File: src/rtl/writeback_regfile_pkg.sv
// Shared constants and the WB stage register layout for the writeback/regfile slice.
package writeback_regfile_pkg;
   localparam int DATA_W     = 32;
   localparam int REG_ADDR_W = 5;
   localparam int NUM_REGS   = 32;
   localparam int WBCNT_W    = 16;
   localparam logic [REG_ADDR_W-1:0] ZERO_REG = '0;

   typedef struct packed {
      logic                  wreg;
      logic                  m2reg;
      logic [REG_ADDR_W-1:0] dest;
      logic [DATA_W-1:0]     alu;
      logic [DATA_W-1:0]     dm;
   } wb_stage_t;
endpackage

File: src/rtl/regfile_core.sv
// 32x32 register file: one write port, two combinational read ports with write-through bypass.
module regfile_core
   import writeback_regfile_pkg::*;
(
   input  logic                  clock,
   input  logic                  reset,
   input  logic                  we,
   input  logic [REG_ADDR_W-1:0] waddr,
   input  logic [DATA_W-1:0]     wdata,
   input  logic [REG_ADDR_W-1:0] rs,
   input  logic [REG_ADDR_W-1:0] rt,
   output logic [DATA_W-1:0]     qa,
   output logic [DATA_W-1:0]     qb
);
   logic [NUM_REGS-1:0][DATA_W-1:0] regs;
   logic                            commit;

   assign commit = we && (waddr != ZERO_REG);

   always_ff @(posedge clock) begin
      if (reset)
         regs <= '0;
      else if (commit)
         regs[waddr] <= wdata;
   end

   // Both ports share one read path so rs==rt always yields identical data.
   function automatic logic [DATA_W-1:0] rd(input logic [REG_ADDR_W-1:0] a);
      if (a == ZERO_REG)
         return '0;
      else if (commit && (a == waddr))
         return wdata;
      else
         return regs[a];
   endfunction

   assign qa = rd(rs);
   assign qb = rd(rt);
endmodule

File: src/rtl/writeback_regfile.sv
// WB stage register, result mux and commit counter in front of the register file.
module writeback_regfile
   import writeback_regfile_pkg::*;
(
   input  logic                  clock,
   input  logic                  reset,
   input  logic                  mwreg,
   input  logic                  mm2reg,
   input  logic [REG_ADDR_W-1:0] mmux,
   input  logic [DATA_W-1:0]     malu,
   input  logic [DATA_W-1:0]     mdm,
   input  logic [REG_ADDR_W-1:0] rs,
   input  logic [REG_ADDR_W-1:0] rt,
   output logic [DATA_W-1:0]     qa,
   output logic [DATA_W-1:0]     qb,
   output logic                  wwreg,
   output logic [REG_ADDR_W-1:0] wdest,
   output logic [DATA_W-1:0]     wdata,
   output logic [WBCNT_W-1:0]    wb_count
);
   wb_stage_t wb_q;
   logic      commit;

   always_ff @(posedge clock) begin
      if (reset)
         wb_q <= '0;
      else
         wb_q <= '{wreg: mwreg, m2reg: mm2reg, dest: mmux, alu: malu, dm: mdm};
   end

   assign wwreg  = wb_q.wreg;
   assign wdest  = wb_q.dest;
   assign wdata  = wb_q.m2reg ? wb_q.dm : wb_q.alu;
   assign commit = wwreg && (wdest != ZERO_REG);

   // Counter wraps silently at the top of its range.
   always_ff @(posedge clock) begin
      if (reset)
         wb_count <= '0;
      else if (commit)
         wb_count <= wb_count + 1'b1;
   end

   regfile_core u_core (
      .clock (clock),
      .reset (reset),
      .we    (wwreg),
      .waddr (wdest),
      .wdata (wdata),
      .rs    (rs),
      .rt    (rt),
      .qa    (qa),
      .qb    (qb)
   );
endmodule

File: config.mk
export PLATFORM = sky130hd
export DESIGN_NAME = writeback_regfile
export DESIGN_NICKNAME = d
export VERILOG_FILES = /design/src/rtl/writeback_regfile_pkg.sv /design/src/rtl/regfile_core.sv /design/src/rtl/writeback_regfile.sv
export SDC_FILE = /design/constraint.sdc
export NUM_CORES = 2
export LEC_CHECK = 0
export CAP_MARGIN = 20
export CELL_PAD_IN_SITES_DETAIL_PLACEMENT = 0
export CELL_PAD_IN_SITES_GLOBAL_PLACEMENT = 2
export CORE_ASPECT_RATIO = 0.6
export CORE_MARGIN = 2
export CORE_UTILIZATION = 46
export CTS_BUF_LIST = sky130_fd_sc_hd__clkbuf_4 sky130_fd_sc_hd__clkbuf_8
export CTS_CLUSTER_SIZE = 8
export DETAILED_ROUTE_END_ITERATION = 6
export GPL_ROUTABILITY_DRIVEN = 0
export HOLD_SLACK_MARGIN = 0.15
export PLACE_DENSITY = 0.86
export SLEW_MARGIN = 20
export SYNTH_ARGS = -nofsm -noshare
export SYNTH_HDL_FRONTEND = slang
export SYNTH_SLANG_ARGS = --single-unit
File: constraint.sdc
create_clock -name clock -period 4.6 [get_ports clock]
set_input_delay 0.69 -clock clock [delete_from_list [all_inputs] [get_ports clock]]
set_output_delay 0.69 -clock clock [all_outputs]
set_load 0.02 [all_outputs]
==> flow_summary.toml <==
[drt]
drc = 0
wl_per_cell_um = 31.0
ant_nets = 0
drtIter0Drc = 6387
wl_met3_um = 22500
vias = 45900
routed_via_density = 6.56
wl_met1_um = 95100
wl_um = 218000
highest_layer = "met5"
dr.pass1.iters = 6
route.met2.wl_um = 88500

[yosys]
synth_cell_types = 68
synth_fp_nets = 5360
avgSynthCellArea_um2 = 10.5
ys_top_cells_by_area = "dfxtp_1 40%, mux4_2 19%, a211oi_1 11%, nor2_1 7.1%, mux2i_1 4.5%"
synthFlopType = "dfxtp_1"
seq_area_frac_synth_pct = 40.0
synth_edf_count = 0
yosysWarningCount = 0
synth_top_area_share_pct = 40.0
syn-instance-count = 5276
ys_async_sr_fraction_pct = 0
ys_ff_latch = 1111
yosysTopAreaCell = "dfxtp_1"
syn_area_um2 = 55600

[status]
run_status = "finished, violations left"
violations = "setup timing"

[floorplanning]
initial_core_util_pct = 46.5
dieArea_um2 = 124000
ioPinCount = 201
rows = 98
core_area_um2 = 120000
fp.dieW_um = 453
chipHeight_um = 273

[critical_path]
crit_buf_inv = 3
r2r-end = "u_core.regs[594]$_SDFFE_PP0P_"
setup.worst_path.end = "qa[2]"
crit_type = "input port to primary output"
r2r-start = "wwreg$_SDFF_PP0_"
reg2reg_slack_ns = 1.30
worst-path-stages = 9
critPathLaunchType = "input port"
end_kind = "primary output"
max_stage_delay_ns = 0.69
path_common_cell = "o21ai_0"
reg2reg_depth = 5
critPathTopFamily = "compound AO/OA/AOI/OAI gates"
critical_path_peak_fanout = 16
worstPathRequired_ns = 3.91
critPathArrivalTime_ns = 3.96
crit_path_start = "rs[1]"
crit_chain = "buf_8, nor2b_4, buf_4, a221oi_1, o21ai_0, nand3_1, o211ai_1, o21ai_0, clkdlybuf4s50_1"
cp_slowest_cell = "o21ai_0"

[timing]
hold_viol_final = 0
timing.hold.ws_ns = 0.272
period_share_pct = 101
max_slew.worst_pin.slew_ns = 1.20
maxSlewViolCount = 0
relSlewSlack_pct = 20.2
clock_skew_ns = 0.0494
rsz0062_at_grt = "true"
setup_ws_ns = -0.0480
fin_crit_ns = 4.65
setup_viol = 1
clock.fmax_ghz = 0.215

[global_route]
overflow = 0
grt_pass1_wl_um = 314000
antenna_found_initial = 9
grt_pass1_vias = 42700
grt_max_degree = 148
grt_usage_pct = 34.7

[place]
port_buffers = 200
dp_hpwl_um = 137000
place_ws_ns = 0.160

[layout]
final_common_cell = "dfxtp_1"
syn2layout_area_growth_pct = 14.1
nNetsFinal = 5377
layout_common_cells = "1108 x dfxtp_1, 1033 x nor2_1, 807 x a211oi_1"
drive_above_1_share_pct = 24.8
fin_util_pct = 53.1

[worst_hold_path]
hp-start = "reset"
worstHoldPathType = "input port to register"

[run]
max_cap_viol_count = 0

[clock_tree]
htreeDepth = 4
cts_tree = "yes"
cts_sinks = 1111
clk_pin_slew_ns = 0.06
clock_path_buffers = 3
cts_inserted_buffers = 175
clk_latency_ns = 0.94
root_buffer = "clkbuf_8"

[power_and_ir_drop]
p_leak_nw = 20.2
irDropWorstVdd_mv = 0.326
p_per_area_nw_per_um2 = 331
-- cells by family after synthesis --
family,Yosys count,synth area share (%)
buf+inv,672,6.05
mux,715,23.2
flops,1111,40.0
xor+xnor,23,0.362
compound gates,1341,19.8
fa+ha+maj,1,0.0225
simple gates,1413,10.6
-- worst register-to-register path: stages, from the launching register on --
cell,delay [ns]
dfxtp_1,0.59
nand3b_1,0.73
nor2_4,0.95
buf_4,0.56
nor2_1,0.12
a211oi_1,0.22
-- per-layer routing --
metal  track usage, %  up-vias
li1                 -    19900
met1             50.7    22900
met2             47.9     2654
met3             7.98      490
met4             17.1       12
met5            0.152        -
-- sequential cells by signal (all words and copies together), names as in the netlist --
| signal | count |
|---|---|
| wb_count | 16 |
| wb_q | 65 |
| u_core.regs | 1024 |
| wdest | 5 |
| wwreg | 1 |
-- where the power goes --
| group | switching [mW] | internal [mW] | total [mW] |
|---|---|---|---|
| combinational | 1.61 | 0.855 | 2.47 |
| clock | 4.11 | 4.63 | 8.74 |
| sequential | 0.0777 | 9.71 | 9.79 |
-- Yosys cell counts, drive strengths merged, types with 3 or more instances --
cell	number
nand2	123
nor2b	111
a221o	16
nand2b	4
a221oi	54
and2	5
nor2	1070
clkbuf	401
a211o	4
buf	234
and3	4
o211ai	33
o2111ai	9
mux2	5
xnor2	9
o21ai	90
o22ai	4
o221a	4
a21oi	31
a32oi	29
mux2i	252
a22oi	39
o21a	4
mux4	458
a211oi	1003
inv	35
or3	6
a31oi	4
xor2	14
nand3	45
nor3	20
o221ai	3
o32ai	3
dfxtp	1111
nand3b	5
nand4	13
-- layout make-up --
type                    instances  area, um^2
flip-flops and latches       1111       22200
clock buffers                 263        3300
multi-input cells            3493       30600
fillers                     10600       56100
repair buffers                475        4910
clock inverters                18         156
inverters                      37         143
well taps                    1600        2000
diodes                          9        22.5
-- worst min-delay path by stage --
stage                                         endpoint  slack (ns)  depth (start not counted)
final                              wb_q[58]$_SDFF_PP0_        0.27                          2
after floorplan           u_core.regs[11]$_SDFFE_PP0P_        0.45                          1
after CTS                          wb_q[13]$_SDFF_PP0_        0.24                          2
after global placement    u_core.regs[20]$_SDFFE_PP0P_        0.47                          1
after detailed placement  u_core.regs[21]$_SDFFE_PP0P_        0.47                          1
after global routing               wb_q[58]$_SDFF_PP0_        0.29                          2
-- metrics by stage --
step,TNS [ns],power (mW),std cells,instance area (um^2)
final,-0.0480,21.0,7006,63400
after global routing,-0.0114,21.6,7002,63400
after CTS,0,21.1,6997,63400
after detailed placement,0,12.4,6712,59900
after global placement,0,12.4,6712,59900
after floorplan,0,11.3,5276,55600
-- timing repair --
item,CTS,global route
resized for setup,5,7
setup endpoints to repair,39,7
endpoints found under the hold margin,0,0
buffers inserted,4,0
pin swaps,2,0
hold buffers,0,0
No activity file was read; power rests on OpenSTA's default activity.
